### src/rtl/pixel_frame_receiver_pkg.sv
// Shared geometry, types and helpers for the pixel frame receiver.
// Latency: n/a (types and constants only).
// Backpressure: n/a.
//
// Sensor geometry is fixed here so the FIFO entry type and counter widths
// derive from a single place.
package pixel_frame_receiver_pkg;

    localparam int PIXEL_BITS         = 8;
    localparam int OUTPUT_BUS_WIDTH   = 4;
    localparam int PIXEL_ARRAY_WIDTH  = 16;
    localparam int PIXEL_ARRAY_HEIGHT = 16;
    localparam int FIFO_DEPTH         = 4;

    localparam int WORDS_PER_ROW   = PIXEL_ARRAY_WIDTH / OUTPUT_BUS_WIDTH;
    localparam int WORDS_PER_FRAME = WORDS_PER_ROW * PIXEL_ARRAY_HEIGHT;

    localparam int X_BITS    = $clog2(PIXEL_ARRAY_WIDTH);
    localparam int Y_BITS    = $clog2(PIXEL_ARRAY_HEIGHT);
    localparam int COL_BITS  = (WORDS_PER_ROW > 1) ? $clog2(WORDS_PER_ROW) : 1;
    localparam int LANE_BITS = (OUTPUT_BUS_WIDTH > 1) ? $clog2(OUTPUT_BUS_WIDTH) : 1;
    // One extra value so the counter can hold WORDS_PER_FRAME itself.
    localparam int CNT_BITS  = $clog2(WORDS_PER_FRAME + 1);

    // Lane 0 is the leftmost pixel of the word.
    typedef logic [OUTPUT_BUS_WIDTH-1:0][PIXEL_BITS-1:0] bus_word_t;

    typedef enum logic [1:0] {
        ST_IDLE,
        ST_ARMED,
        ST_RECEIVE,
        ST_DRAIN
    } rx_state_t;

    // A captured word travels with its raster position so that dropped words
    // never shift the coordinates of the words behind them.
    typedef struct packed {
        bus_word_t             data;
        logic [COL_BITS-1:0]   word_col;
        logic [Y_BITS-1:0]     row;
    } rx_word_t;

    function automatic logic [X_BITS-1:0] pixel_x(input logic [COL_BITS-1:0]  col,
                                                  input logic [LANE_BITS-1:0] lane);
        int x;
        x = int'(col) * OUTPUT_BUS_WIDTH + int'(lane);
        return X_BITS'(x);
    endfunction

endpackage

### src/rtl/pixel_rx_fifo.sv
// Synchronous FIFO of captured sensor words.
// Latency: a write is visible at the head one cycle later.
// Backpressure: writes while full are discarded; reads while empty are ignored.
//
// Ports: clk/rst (sync, active-high), wr_vld/wr_dat write side, full flag,
//        rd_en/rd_dat read side (head is combinational), empty flag.
module pixel_rx_fifo
    import pixel_frame_receiver_pkg::*;
#(
    parameter int DEPTH = FIFO_DEPTH
) (
    input  logic     clk,
    input  logic     rst,
    input  logic     wr_vld,
    input  rx_word_t wr_dat,
    output logic     full,
    input  logic     rd_en,
    output rx_word_t rd_dat,
    output logic     empty
);

    localparam int PTR_BITS = $clog2(DEPTH);

    // Pointers carry one wrap bit to tell full from empty.
    logic [PTR_BITS:0] wr_ptr_q, wr_ptr_d;
    logic [PTR_BITS:0] rd_ptr_q, rd_ptr_d;
    rx_word_t          mem_q [DEPTH];
    rx_word_t          mem_d [DEPTH];
    logic              wr_en;
    logic              rd_go;

    always_comb begin
        empty = (wr_ptr_q == rd_ptr_q);
        full  = (wr_ptr_q[PTR_BITS] != rd_ptr_q[PTR_BITS]) &&
                (wr_ptr_q[PTR_BITS-1:0] == rd_ptr_q[PTR_BITS-1:0]);
        wr_en = wr_vld && !full;
        rd_go = rd_en && !empty;

        rd_dat   = mem_q[rd_ptr_q[PTR_BITS-1:0]];
        wr_ptr_d = wr_ptr_q;
        rd_ptr_d = rd_ptr_q;
        mem_d    = mem_q;

        if (wr_en) begin
            mem_d[wr_ptr_q[PTR_BITS-1:0]] = wr_dat;
            wr_ptr_d = wr_ptr_q + 1'b1;
        end
        if (rd_go) begin
            rd_ptr_d = rd_ptr_q + 1'b1;
        end
    end

    always_ff @(posedge clk) begin
        if (rst) begin
            wr_ptr_q <= '0;
            rd_ptr_q <= '0;
        end else begin
            wr_ptr_q <= wr_ptr_d;
            rd_ptr_q <= rd_ptr_d;
        end
    end

    // Storage needs no reset: the pointers define what is valid.
    always_ff @(posedge clk) begin
        mem_q <= mem_d;
    end

endmodule

### src/rtl/pixel_frame_receiver.sv
// Receives sensor bus words and streams them out one pixel at a time with raster (x,y).
// Latency: first pixel valid two cycles after the synchronised OUTPUT_CLK rise is seen.
// Backpressure: PIXEL_READY stalls the serialiser; words arriving with the FIFO full are dropped and flagged.
//
// Ports: CLK/RESET (sync, active-high); ENABLE arms capture; OUTPUT_CLK, DATA_IN and
//        FRAME_FINISHED come from the sensor asynchronously; PIXEL_* is the valid/ready
//        pixel stream; FRAME_DONE pulses once per finished frame; ERR_* are sticky.
module pixel_frame_receiver
    import pixel_frame_receiver_pkg::*;
(
    input  logic                                         CLK,
    input  logic                                         RESET,
    input  logic                                         ENABLE,
    input  logic                                         OUTPUT_CLK,
    input  logic [OUTPUT_BUS_WIDTH-1:0][PIXEL_BITS-1:0]  DATA_IN,
    input  logic                                         FRAME_FINISHED,
    output logic [PIXEL_BITS-1:0]                        PIXEL_OUT,
    output logic [X_BITS-1:0]                            PIXEL_X,
    output logic [Y_BITS-1:0]                            PIXEL_Y,
    output logic                                         PIXEL_VALID,
    input  logic                                         PIXEL_READY,
    output logic                                         PIXEL_LAST,
    output logic                                         FRAME_DONE,
    output logic                                         ERR_OVERFLOW,
    output logic                                         ERR_LENGTH
);

    // Synchronisers plus one history flop each for edge detection.
    logic oclk_meta_q, oclk_meta_d, oclk_sync_q, oclk_sync_d, oclk_hist_q, oclk_hist_d;
    logic ff_meta_q, ff_meta_d, ff_sync_q, ff_sync_d, ff_hist_q, ff_hist_d;

    rx_state_t             state_q, state_d;
    logic [COL_BITS-1:0]   word_col_q, word_col_d;
    logic [Y_BITS-1:0]     row_q, row_d;
    logic [CNT_BITS-1:0]   word_cnt_q, word_cnt_d;
    logic                  err_ovf_q, err_ovf_d;
    logic                  err_len_q, err_len_d;
    logic                  frame_done_q, frame_done_d;

    logic                  ser_vld_q, ser_vld_d;
    rx_word_t              ser_word_q, ser_word_d;
    logic [LANE_BITS-1:0]  lane_q, lane_d;

    logic                  oclk_rise;
    logic                  ff_rise;
    logic                  ff_fall;
    logic                  capture;
    logic                  handshake;
    logic                  last_lane;
    logic                  load;
    logic [X_BITS-1:0]     pix_x;

    rx_word_t              fifo_wr_dat;
    rx_word_t              fifo_rd_dat;
    logic                  fifo_full;
    logic                  fifo_empty;

    pixel_rx_fifo #(
        .DEPTH (FIFO_DEPTH)
    ) u_fifo (
        .clk    (CLK),
        .rst    (RESET),
        .wr_vld (capture),
        .wr_dat (fifo_wr_dat),
        .full   (fifo_full),
        .rd_en  (load),
        .rd_dat (fifo_rd_dat),
        .empty  (fifo_empty)
    );

    always_comb begin
        oclk_meta_d = OUTPUT_CLK;
        oclk_sync_d = oclk_meta_q;
        oclk_hist_d = oclk_sync_q;
        ff_meta_d   = FRAME_FINISHED;
        ff_sync_d   = ff_meta_q;
        ff_hist_d   = ff_sync_q;

        oclk_rise = oclk_sync_q & ~oclk_hist_q;
        ff_rise   = ff_sync_q & ~ff_hist_q;
        ff_fall   = ~ff_sync_q & ff_hist_q;

        // DATA_IN is sampled in the very cycle the strobe edge is seen;
        // the sensor holds it long enough for the synchroniser delay.
        capture              = oclk_rise && (state_q == ST_RECEIVE);
        fifo_wr_dat.data     = DATA_IN;
        fifo_wr_dat.word_col = word_col_q;
        fifo_wr_dat.row      = row_q;

        state_d      = state_q;
        word_col_d   = word_col_q;
        row_d        = row_q;
        word_cnt_d   = word_cnt_q;
        err_ovf_d    = err_ovf_q;
        err_len_d    = err_len_q;
        frame_done_d = 1'b0;

        // Counters advance on every capture, dropped or not, so positions
        // of later words stay true to the sensor raster.
        if (capture) begin
            word_cnt_d = word_cnt_q + 1'b1;
            if (word_col_q == COL_BITS'(WORDS_PER_ROW - 1)) begin
                word_col_d = '0;
                row_d      = row_q + 1'b1;
            end else begin
                word_col_d = word_col_q + 1'b1;
            end
            if (fifo_full) begin
                err_ovf_d = 1'b1;
            end
        end

        case (state_q)
            ST_IDLE: begin
                if (ENABLE) begin
                    state_d = ST_ARMED;
                end
            end
            ST_ARMED: begin
                if (!ENABLE) begin
                    state_d = ST_IDLE;
                end else if (ff_fall) begin
                    state_d    = ST_RECEIVE;
                    word_col_d = '0;
                    row_d      = '0;
                    word_cnt_d = '0;
                end
            end
            ST_RECEIVE: begin
                // Using the post-capture count lets a final word that
                // coincides with the FRAME_FINISHED rise count as complete.
                if ((word_cnt_d == CNT_BITS'(WORDS_PER_FRAME)) || ff_rise) begin
                    state_d = ST_DRAIN;
                end
                if (ff_rise && (word_cnt_d < CNT_BITS'(WORDS_PER_FRAME))) begin
                    err_len_d = 1'b1;
                end
            end
            ST_DRAIN: begin
                if (fifo_empty && !ser_vld_q) begin
                    frame_done_d = 1'b1;
                    state_d      = ENABLE ? ST_ARMED : ST_IDLE;
                end
            end
            default: begin
                state_d = ST_IDLE;
            end
        endcase

        // Serialiser: refilling on the last-lane handshake avoids a bubble
        // between consecutive words.
        handshake = ser_vld_q && PIXEL_READY;
        last_lane = (lane_q == LANE_BITS'(OUTPUT_BUS_WIDTH - 1));
        load      = !fifo_empty && (!ser_vld_q || (handshake && last_lane));

        ser_vld_d  = ser_vld_q;
        ser_word_d = ser_word_q;
        lane_d     = lane_q;

        if (load) begin
            ser_vld_d  = 1'b1;
            ser_word_d = fifo_rd_dat;
            lane_d     = '0;
        end else if (handshake) begin
            if (last_lane) begin
                ser_vld_d = 1'b0;
                lane_d    = '0;
            end else begin
                lane_d = lane_q + 1'b1;
            end
        end

        pix_x       = pixel_x(ser_word_q.word_col, lane_q);
        PIXEL_OUT   = ser_word_q.data[lane_q];
        PIXEL_X     = pix_x;
        PIXEL_Y     = ser_word_q.row;
        PIXEL_VALID = ser_vld_q;
        PIXEL_LAST  = ser_vld_q &&
                      (pix_x == X_BITS'(PIXEL_ARRAY_WIDTH - 1)) &&
                      (ser_word_q.row == Y_BITS'(PIXEL_ARRAY_HEIGHT - 1));
        FRAME_DONE   = frame_done_q;
        ERR_OVERFLOW = err_ovf_q;
        ERR_LENGTH   = err_len_q;
    end

    always_ff @(posedge CLK) begin
        if (RESET) begin
            oclk_meta_q  <= 1'b0;
            oclk_sync_q  <= 1'b0;
            oclk_hist_q  <= 1'b0;
            ff_meta_q    <= 1'b0;
            ff_sync_q    <= 1'b0;
            ff_hist_q    <= 1'b0;
            state_q      <= ST_IDLE;
            word_col_q   <= '0;
            row_q        <= '0;
            word_cnt_q   <= '0;
            err_ovf_q    <= 1'b0;
            err_len_q    <= 1'b0;
            frame_done_q <= 1'b0;
            ser_vld_q    <= 1'b0;
            ser_word_q   <= '0;
            lane_q       <= '0;
        end else begin
            oclk_meta_q  <= oclk_meta_d;
            oclk_sync_q  <= oclk_sync_d;
            oclk_hist_q  <= oclk_hist_d;
            ff_meta_q    <= ff_meta_d;
            ff_sync_q    <= ff_sync_d;
            ff_hist_q    <= ff_hist_d;
            state_q      <= state_d;
            word_col_q   <= word_col_d;
            row_q        <= row_d;
            word_cnt_q   <= word_cnt_d;
            err_ovf_q    <= err_ovf_d;
            err_len_q    <= err_len_d;
            frame_done_q <= frame_done_d;
            ser_vld_q    <= ser_vld_d;
            ser_word_q   <= ser_word_d;
            lane_q       <= lane_d;
        end
    end

endmodule

### config.mk
export PLATFORM = sky130hd
export DESIGN_NAME = pixel_frame_receiver
export DESIGN_NICKNAME = d
export VERILOG_FILES = /design/src/rtl/pixel_frame_receiver_pkg.sv /design/src/rtl/pixel_rx_fifo.sv /design/src/rtl/pixel_frame_receiver.sv
export SDC_FILE = /design/constraint.sdc
export NUM_CORES = 1
export LEC_CHECK = 0
export BUFFER_PORTS_ARGS = -buffer_cell sky130_fd_sc_hd__buf_2
export CAP_MARGIN = 20
export CORE_UTILIZATION = 54
export DETAILED_ROUTE_END_ITERATION = 7
export PLACE_DENSITY_LB_ADDON = 0.08
export SLEW_MARGIN = 15
export SYNTH_ARGS = -nofsm -noshare
export SYNTH_HDL_FRONTEND = slang
export SYNTH_SLANG_ARGS = --single-unit
### constraint.sdc
create_clock -name CLK -period 2.65 [get_ports CLK]
set_clock_uncertainty 0.2 [all_clocks]
set_input_delay 0.265 -clock CLK [delete_from_list [all_inputs] [get_ports CLK]]
set_output_delay 0.265 -clock CLK [all_outputs]
set_load 0.005 [all_outputs]
==> results of run 1 <==
==> worst paths after layout <==
path	start	endpoint	slack, ns	cells after the start
max	lane_q[0]	PIXEL_OUT[0]	0.33	3
min	ser_word_q[22]	ser_word_q[22]	0.25	2
max reg2reg	register	u_fifo.mem_q[7]	0.57	4
min reg2reg	ser_word_q[22]	ser_word_q[22]	0.25	2
==> cells by family (layout without fill, tap and decap cells) <==
| logic type | count (synthesis) | after routing | synth area share [%] |
|---|---|---|---|
| buffers and inverters | 38 | 160 | 2.33 |
| AND/OR/NAND/NOR | 151 | 151 | 7.93 |
| adder cells (fa/ha/maj) | 9 | 9 | 1.32 |
| multiplexers | 48 | 48 | 12.4 |
| flip-flops | 223 | 223 | 70.1 |
| AO/OA/AOI/OAI | 65 | 65 | 4.19 |
| XOR/XNOR | 16 | 16 | 1.73 |
==> metal layers <==
| metal | up-vias | global-route usage, % | part of all wire [%] | routed length (um) |
|---|---|---|---|---|
| met2 | 92 | 35.0 | 49 | 8100 |
| met4 | 0 | 6.23 | 1.9 | 307 |
| met3 | 20 | 3.67 | 3.6 | 585 |
| li1 | 2255 | - | - | - |
| met5 | - | 0 | 0 | 0 |
| met1 | 2384 | 29.1 | 45 | 7420 |
==> final cells by class <==
cell class	instances	area, um2
flip-flops and latches	223	5990
fillers	1087	4970
multi-input cells	289	2360
repair buffers	115	916
clock buffers	28	604
well taps	211	264
clock inverters	13	203
inverters	4	15.0
==> through the flow <==
stage,hold WS [ns],util (%)
CTS,0.256,67.6
global route,0.266,67.6
detailed placement,0.248,59.7
floorplan,0.164,-
finish,0.254,67.6
global placement,0.236,59.7
==> power groups by stage <==
stage | Sequential [mW] | Clock [mW] | Combinational (mW)
after floorplan | 3.97 | 0 | 0.844
after global placement | 4.01 | 0 | 1.12
after detailed placement | 4.02 | 0 | 1.13
after CTS | 3.95 | 3.46 | 1.18
after global routing | 3.96 | 3.61 | 1.27
final | 3.95 | 3.40 | 1.15
==> cell usage in the layout, fill, tap and decap left out, types with 2 or more instances in the layout <==
master / count
clkbuf_1: 4
inv_1: 4
edfxtp_1: 152
dfxtp_2: 2
buf_2: 58
nand4_1: 4
or3_1: 4
clkinv_2: 2
xnor2_1: 9
nor2b_1: 10
dlygate4sd3_1: 39
nand3b_1: 4
and2_2: 4
buf_12: 8
clkbuf_16: 23
bufinv_16: 5
nor2_1: 19
nor3b_1: 2
ha_1: 9
nand3_1: 6
mux4_2: 46
a21oi_1: 52
buf_4: 10
o21ai_0: 5
nand2_1: 92
dfxtp_1: 69
xor2_1: 6
clkinv_1: 4
a211oi_1: 2
==> registers in the layout, indices dropped and copies added (netlist names), named ones only <==
signal,flops
u_fifo.mem_q,152
ser_word_q,34
word_cnt_q,7
PIXEL_Y,4
row_q,4
u_fifo.rd_ptr_q,3
u_fifo.wr_ptr_q,3
lane_q,2
word_col_q,2
ERR_LENGTH,1
ERR_OVERFLOW,1
FRAME_DONE,1
PIXEL_VALID,1
ff_hist_d,1
ff_hist_q,1
ff_meta_q,1
oclk_hist_d,1
oclk_hist_q,1
oclk_meta_q,1
state_q,1
==> worst max-delay path, stage by stage, from the launching register on <==
cell and delay (ns):
dfxtp_1 0.34, buf_4 0.26, mux4_2 0.58, buf_2 0.15
==> repair_timing <==
action                    in CTS  in global routing
hold buffers                  39                  0
hold endpoints to repair     138                  0
setup buffers                  0                  0
==> synthesized netlist by cell type (all sizes together) <==
cell type  count
xor2           6
a21oi         52
a41o           1
nor3           1
and2           4
buf           19
nand2b         1
nand4          4
a41oi          1
mux4          46
nand2         92
a32oi          1
o21ai          5
dfxtp         71
o221ai         1
xnor2         10
mux2           1
a31oi          1
or3            4
nor3b          2
mux2i          1
ha             9
or2            1
nor2b         10
nand4bb        1
nor2          19
a21o           1
nand3b         4
and4bb         1
and3           1
inv            4
nand3          6
clkbuf        15
edfxtp       152
a211oi         2
==> key figures, run 1 <==
Global route
  • GRT Overall Usage: 21.2%
  • Largest net degree at the start of global routing: 52
  • Vias in the first global route: 4888
  • Congestion Overflow GR: 0
  • Initial antenna violation count: 0
  • First-pass GRT wire length: 26.1 mm

STA
  • # setup viols final: 0
  • Max Clk Rate: 432 MHz
  • Rel. slew slack: 59.0%
  • Final worst-path cycle share: 87.4%
  • Worst Tran Pin Value: 0.614 ns
  • Final Hold Viols: 0
  • Final worst slack: 0.334 ns
  • Unrepaired setup endpoints after global routing: no
  • Final TNS setup: 0 ns
  • Final Critical Period: 2.32 ns
  • Fin. max-slew vios: 0

Cells and area
  • Fin cells: 883
  • Synthesis-to-finish area growth: 21.2%
  • ANT cells: 0
  • Post-route cell area: 10300 um2
  • Final nets: 703
  • Layout cells sized above 1: 24.7%

Setup path
  • Crit Path Category: reg2out
  • Critical path data arrival time: 1.85 ns
  • CP max FO: 12
  • Critical Path Sink Type: output port
  • Required time of the worst setup path: 2.18 ns
  • CP Launch Type: register

CTS
  • CTS Buf Count: 23
  • CTS tree: done
  • H-Tree Depth: 1
  • Clk sinks: 223
  • Clock Tree Buf Depth: 3
  • Post_cts resized: 0
  • Clock latency on the worst-skew pair: 0.51 ns
  • Reg clk slew, reported paths: 0.06 ns
  • Root buffer cell: clkbuf_16

Synthesis
  • Post-synth top area share: 53.5%
  • Post-synthesis sequential area ratio: 70.1%
  • Synth Register Bits: 223
  • Avg Cell Area, Syn: 15.5 um2
  • Syn Nets: 597
  • Ys Warns: 0
  • Largest area contributor in the netlist: edfxtp_1
  • Gate count after technology mapping: 550
  • Post-synthesis cell type count: 39
  • Mapped Area: 8540 um2
  • Area contributors post-synth: edfxtp_1, dfxtp_1, mux4_2

Power
  • Net Sw Power: 1.97 mW
  • Int Pwr: 6.53 mW
  • P per Cell Area: 821 nW/um2
  • LEAKAGE: 3.50 nW
  • Maximum vdd ir drop: 726 uV
  • Pwr Total: 8.50 mW
  • Sw Share: 23.1%
  • Seq pwr share: 46.5%
  • Combinational power share: 13.5%
  • Clk pwr share: 40.0%

Die
  • Rows: 45
  • I/O pin total: 59
  • DIE WIDTH: 128 um
  • Die area: 16300 um2
  • Initial core utilization: 55.7%
  • Core area: 15300 um2
  • Die Y: 128 um

Run
  • Max Cap Viol: 0

Min path
  • Worst Hold Class: reg2reg

Detailed routing
  • Detailed Route WL: 16.4 mm
  • Post-route ant nets: 0
  • Initial drt markers: 305
  • DRC errors left: 0
  • Routed vias/inst: 5.38
  • WL/cell: 18.6 um
  • DR vias: 4751
  • Pre-antenna DRT Iters: 5

Place
  • IO Port Bufs: 58
  • HPWL after detailed placement: 9.90 mm
  • Post-Place Cells: 803
  • Placed Area: 9150 um2
  • Setup WS pre-CTS: 0.574 ns
  • Placer congestion estimate: 0.766

Outcome
  • Outcome: complete, no violations
Note: power is estimated with default switching activity, not from simulation.
==> inputs of run 2 (changes only) <==
- ABC_AREA: unset -> 1
- CORE_UTILIZATION: 54 -> 25
==> key figures, run 2 <==
Outcome
  • Outcome: complete, no violations

Global route
  • Largest net degree at the start of global routing: 78 (+50%)
  • First-pass GRT wire length: 36.2 mm (+39%)
  • Congestion Overflow GR: 0 (unchanged)
  • Initial antenna violation count: 0 (unchanged)
  • Vias in the first global route: 6003 (+23%)
  • GRT Overall Usage: 13.2% (-7.9 points)

Cells and area
  • Synthesis-to-finish area growth: 23.9%
  • Most frequent cells in the layout: nor2_1, edfxtp_1, o21ai_0
  • Top flop regs: u_fifo.mem_q: 152 flops, ser_word_q: 34 flops, word_cnt_q: 7 flops
  • FILL cells: 3577 (+230%)
  • Register Area: 5990 um2 (unchanged)
  • Max reg flops: 152 (unchanged)
  • Biggest register: u_fifo.mem_q
  • Area of the multi-input gates: 2400 um2 (+1.9%)
  • ANT cells: 0 (unchanged)
  • Most common cell after layout, fill and taps aside: nor2_1
  • Final nets: 955 (+36%)
  • Layout cells sized above 1: 14.4% (-10 points)

STA
  • # setup viols final: 0 (unchanged)
  • Fin. max-slew vios: 0 (unchanged)
  • Final worst slack: 0.0635 ns (-0.271 ns)
  • Worst Tran Pin Value: 0.971 ns (+0.356 ns)
  • Final Hold Viols: 0 (unchanged)
  • Final worst-path cycle share: 97.6% (+10 points)
  • Rel. slew slack: 35.3% (-24 points)
  • Unrepaired setup endpoints after global routing: no
  • Final Critical Period: 2.59 ns (+0.271 ns)
  • Max Clk Rate: 387 MHz (-10%)

Power
  • P per Cell Area: 962 nW/um2 (+17%)
  • Pwr Total: 10.4 mW (+23%)
  • Maximum vdd ir drop: 597 uV (-18%)
  • LEAKAGE: 3.94 nW (+13%)

Synthesis
  • Post-synthesis sequential area ratio: 68.5% (-1.6 points)
  • Post-synth top area share: 52.2% (-1.2 points)
  • Most frequent cell after synthesis: nor2_1
  • EDFF count, synth: 152 (unchanged)
  • Largest area contributor in the netlist: edfxtp_1
  • Ys async rst share: 0% (unchanged)
  • Avg Cell Area, Syn: 10.8 um2 (-31%)
  • Gate count after technology mapping: 812 (+48%)
  • Area contributors post-synth: edfxtp_1, dfxtp_1, nor2_1
  • Syn Nets: 859 (+44%)
  • Synth Register Bits: 223 (unchanged)
  • Post-synthesis cell type count: 33 (-15%)
  • Mapped Area: 8740 um2 (+2.4%)
  • Ys Warns: 0 (unchanged)
  • Synth cell count leaders: nor2_1, edfxtp_1, o21ai_0
  • Dominant synthesized flop cell: edfxtp_1

Setup path
  • CP max FO: 20 (+8)
  • Worst Reg-to-Reg Cells: 4 (unchanged)
  • CP Launch Point: lane_q[0]
  • Worst r2r src: u_fifo.rd_ptr_q[0]
  • R2R Path End: u_fifo.rd_ptr_q[1]
  • CP Launch Type: register
  • Required time of the worst setup path: 2.18 ns (about the same)
  • Crit Path Category: reg2out
  • R2R setup slack: 0.57 ns (about the same)
  • Critical Path Sink Type: output port
  • Critical path data arrival time: 2.12 ns (+0.27 ns)

Detailed routing
  • Pre-antenna DRT Iters: 4 (-1)
  • DRC errors left: 0 (unchanged)
  • Post-route ant nets: 0 (unchanged)
  • WL/cell: 16.8 um (-9.4%)
  • Routed vias/inst: 4.28 (-20%)
  • DR vias: 5926 (+25%)
  • Initial drt markers: 213 (-30%)
  • Detailed Route WL: 23.3 mm (+42%)

CTS
  • H-Tree Depth: 1 (unchanged)
  • Reg clk slew, reported paths: 0.06 ns (about the same)
  • Root buffer cell: clkbuf_16
  • Clk sinks: 223 (unchanged)
  • Post_cts resized: 0 (unchanged)
  • CTS Hold Buffers Added: 40 (+2.6%)
  • Clock latency on the worst-skew pair: 0.52 ns (about the same)
  • CTS Buf Count: 26 (+13%)
  • CTS tree: done
  • Post-CTS Setup Bufs: 0 (unchanged)
  • Clock Tree Buf Depth: 3 (unchanged)

Place
  • Placer congestion estimate: 0.755 (-1.4%)
  • IO Port Bufs: 58 (unchanged)
  • Setup WS pre-CTS: 0.528 ns (-0.0456 ns)
  • HPWL after detailed placement: 14.1 mm (+42%)

Min path
  • Hold Crit Endpoint: oclk_hist_d
  • Worst Hold Class: reg2reg
  • Hold depth: 2 (unchanged)
  • HP Start: oclk_meta_q

Die
  • Core area: 34500 um2 (+120%)
  • Die Y: 189 um (+48%)
  • Die area: 35700 um2 (+120%)
  • DIE WIDTH: 189 um (+48%)
  • I/O pin total: 59 (unchanged)
  • Rows: 68 (+51%)
  • Initial core utilization: 25.4% (-30 points)

Run
  • Max Cap Viol: 0 (unchanged)
-- run 2: layer usage --
layer | global-route usage [%] | up-vias | routed length (um) | share of wire (%)
met4 | 3.23 | 0 | 426 | 1.8
met3 | 2.00 | 28 | 786 | 3.4
li1 | - | 3016 | - | -
met5 | 0 | - | 0 | 0
met1 | 18.9 | 2799 | 11700 | 50
met2 | 21.0 | 83 | 10400 | 45
-- run 2: layout make-up --
type	count	area share [%]
flip-flops and latches	223	55.3
multi-input cells	499	22.2
clock inverters	11	1.13
repair buffers	119	8.07
clock buffers	37	6.68
inverters	39	1.35
well taps	455	5.26
-- run 2: cell families (layout without fill, tap and decap cells) --
| family | after synthesis | in the layout | share of synthesized area [%] |
|---|---|---|---|
| AO/OA/AOI/OAI | 201 | 201 | 12.5 |
| flip-flops | 223 | 223 | 68.5 |
| buffers and inverters | 90 | 206 | 4.38 |
| adder cells (fa/ha/maj) | 9 | 9 | 1.29 |
| AND/OR/NAND/NOR | 284 | 284 | 12.8 |
| XOR/XNOR | 5 | 5 | 0.501 |
-- run 2: how the worst max path moves through the flow --
| stage | endpoint | slack, ns |
|---|---|---|
| after detailed placement | u_fifo.rd_ptr_q[1] | 0.53 |
| final | PIXEL_OUT[6] | 0.06 |
| after global routing | PIXEL_OUT[6] | 0.03 |
| after CTS | PIXEL_OUT[6] | 0.11 |
| after floorplan | u_fifo.mem_q[100] | -0.53 |
| after global placement | u_fifo.rd_ptr_q[1] | 0.50 |
-- run 2: power by group --
part | switching (mW) | leakage (nW) | internal (mW) | total (mW)
clock network | 1.38 | 0.410 | 2.18 | 3.56
registers | 0.263 | 1.96 | 4.05 | 4.32
logic | 1.71 | 1.57 | 0.821 | 2.54
total | 3.36 | 3.94 | 7.05 | 10.4
-- run 2: critical path: stages (launching register included) --
cell,delay [ns]
dfxtp_1,0.31
buf_4,0.20
inv_1,0.39
o21ai_0,0.22
o22ai_1,0.29
buf_2,0.18
-- run 2: metrics by stage --
stage               TNS (ns)  utilization (%)  instances  hold WS (ns)  area [um2]
global placement           0             27.8       1295         0.189        9580
CTS                        0             31.4       1383         0.210       10800
detailed placement         0             27.8       1295         0.202        9580
finish                     0             31.4       1383         0.205       10800
floorplan             -60.34                -        812         0.143        8740
global route               0             31.4       1383         0.227       10800
==> inputs of run 3 (changes only) <==
- CTS_BUF_LIST: unset -> sky130_fd_sc_hd__clkbuf_16
==> key figures, run 3 (synthesis gave the netlist of run 2 again) <==
Outcome
  • Outcome: complete, no violations

Power
  • Combinational power share: 24.5% (about the same)
  • Maximum vdd ir drop: 599 uV (+0.31%)
  • Int Pwr: 6.99 mW (-0.91%)
  • Net Sw Power: 3.36 mW (about the same)
  • Sw Share: 32.4% (+0.19 points)
  • Clk pwr share: 33.8% (-0.4 points)
  • Seq pwr share: 41.7% (+0.2 points)
  • P per Cell Area: 956 nW/um2 (-0.54%)
  • LEAKAGE: 3.97 nW (+0.80%)

Setup path
  • Worst r2r src: u_fifo.rd_ptr_q[0]
  • R2R setup slack: 0.57 ns (about the same)
  • CP max FO: 20 (unchanged)
  • CP Launch Point: lane_q[0]
  • Critical path data arrival time: 2.11 ns (about the same)
  • CP Launch Type: register
  • Critical Path Sink Type: output port
  • Worst Reg-to-Reg Cells: 4 (unchanged)
  • R2R Path End: u_fifo.rd_ptr_q[1]
  • Crit Path Category: reg2out
  • Required time of the worst setup path: 2.18 ns (about the same)

Run
  • Max Cap Viol: 0 (unchanged)

STA
  • # setup viols final: 0 (unchanged)
  • Unrepaired setup endpoints after global routing: no
  • Final worst-path cycle share: 97.3% (-0.29 points)
  • Final worst slack: 0.0712 ns (+0.00767 ns)
  • Rel. slew slack: 35.2% (-0.12 points)
  • Worst Tran Pin Value: 0.972 ns (+0.00179 ns)
  • Final Critical Period: 2.58 ns (-0.00767 ns)
  • Final TNS setup: 0 ns (unchanged)
  • Max Clk Rate: 388 MHz (+0.30%)
  • Final Hold Viols: 0 (unchanged)
  • Fin. max-slew vios: 0 (unchanged)

Detailed routing
  • Routed vias/inst: 4.31 (+0.64%)
  • Detailed Route WL: 23.3 mm (+0.11%)
  • DR vias: 5964 (+0.64%)
  • Post-route ant nets: 0 (unchanged)
  • WL/cell: 16.9 um (+0.11%)
  • Initial drt markers: 246 (+15%)
  • DRC errors left: 0 (unchanged)
  • Pre-antenna DRT Iters: 4 (unchanged)

CTS
  • Clk sinks: 223 (unchanged)
  • Clock Tree Buf Depth: 3 (unchanged)
  • CTS tree: done
  • Root buffer cell: clkbuf_16
  • Post_cts resized: 0 (unchanged)
  • CTS Buf Count: 26 (unchanged)
  • H-Tree Depth: 1 (unchanged)
  • Reg clk slew, reported paths: 0.06 ns (about the same)
  • Clock latency on the worst-skew pair: 0.52 ns (about the same)

Cells and area
  • Synthesis-to-finish area growth: 23.7% (about the same)
  • Biggest register: u_fifo.mem_q
  • ANT cells: 0 (unchanged)
  • Top flop regs: u_fifo.mem_q: 152 flops, ser_word_q: 34 flops, word_cnt_q: 7 flops
  • Max reg flops: 152 (unchanged)
  • Post-route cell area: 10800 um2 (about the same)
  • Layout cells sized above 1: 14.3% (-0.11 points)
  • Most common cell after layout, fill and taps aside: nor2_1
  • Most frequent cells in the layout: nor2_1, edfxtp_1, o21ai_0
  • Final nets: 955 (unchanged)

Place
  • Placer congestion estimate: 0.755 (unchanged)
  • HPWL after detailed placement: 14.1 mm (unchanged)
  • Placed Area: 9580 um2 (unchanged)
  • IO Port Bufs: 58 (unchanged)
  • Setup WS pre-CTS: 0.528 ns (unchanged)

Die
  • I/O pin total: 59 (unchanged)
  • Rows: 68 (unchanged)
  • Initial core utilization: 25.4% (unchanged)
  • Core area: 34500 um2 (unchanged)
  • DIE WIDTH: 189 um (unchanged)
  • Die Y: 189 um (unchanged)
  • Die area: 35700 um2 (unchanged)

Min path
  • HP Start: oclk_meta_q
  • Worst Hold Class: reg2reg
  • Hold Crit Endpoint: oclk_hist_d
  • Hold depth: 2 (unchanged)

Global route
  • Congestion Overflow GR: 0 (unchanged)
  • GRT Overall Usage: 13.3% (about the same)
  • Largest net degree at the start of global routing: 78 (unchanged)
  • First-pass GRT wire length: 36.3 mm (about the same)
  • Initial antenna violation count: 0 (unchanged)
  • Vias in the first global route: 6009 (+0.10%)
run 3: cell types whose count changed in the layout (fill, tap and decap cells not counted):
| cell | previous run | this run |
|---|---|---|
| clkbuf_1 | 9 | 0 |
| inv_1 | 33 | 42 |
| clkbuf_8 | 1 | 0 |
| clkinv_1 | 6 | 7 |
run 3: repair_timing:
item,in CTS,in global routing
hold endpoints to repair,141,0
buffers inserted,0,0
hold buffers,40,0
run 3: routing by layer:
metal	wire length [um]	vias up	share of wire [%]	global-route usage [%]
li1	-	3016	-	-
met4	426	0	1.8	3.23
met5	0	-	0	0
met2	10500	87	45	21.0
met1	11600	2833	50	18.9
met3	772	28	3.3	2.00
run 3: area by class of cell:
cell class                 count  area (um2)
clock inverter                21         160
inverter                      39         146
timing repair buffer         119         873
multi-input combinational    499        2400
fill                        3577       23600
clock buffer                  27         676
tap                          455         569
sequential                   223        5990
run 3: worst max path at each step:
stage                     depth (start not counted)                  to
final                                             5        PIXEL_OUT[6]
after global routing                              5        PIXEL_OUT[6]
after CTS                                         5        PIXEL_OUT[6]
after detailed placement                          4  u_fifo.rd_ptr_q[1]
after global placement                            4  u_fifo.rd_ptr_q[1]
after floorplan                                   5   u_fifo.mem_q[100]
run 3: through the flow:
| stage | util [%] | hold WS, ns | total power, mW | instances |
|---|---|---|---|---|
| floorplan | - | 0.143 | 5.94 | 812 |
| CTS | 31.4 | 0.210 | 10.6 | 1383 |
| detailed placement | 27.8 | 0.202 | 6.95 | 1295 |
| global route | 31.4 | 0.227 | 11.0 | 1383 |
| finish | 31.4 | 0.205 | 10.3 | 1383 |
| global placement | 27.8 | 0.189 | 6.96 | 1295 |
run 3: critical path: stages (launching register included):
cell and delay (ns):
dfxtp_1 0.31, buf_4 0.20, inv_1 0.40, o21ai_0 0.22, o22ai_1 0.27, buf_2 0.17
run 3: power by group through the flow:
| stage | clock network (mW) | logic, mW | registers (mW) |
|---|---|---|---|
| 2_1_floorplan | 0 | 1.69 | 4.25 |
| 3_3_place_gp | 0 | 2.55 | 4.41 |
| 3_5_place_dp | 0 | 2.55 | 4.40 |
| 4_1_cts | 3.63 | 2.61 | 4.33 |
| 5_1_grt | 3.74 | 2.91 | 4.36 |
| 6_report | 3.49 | 2.54 | 4.31 |
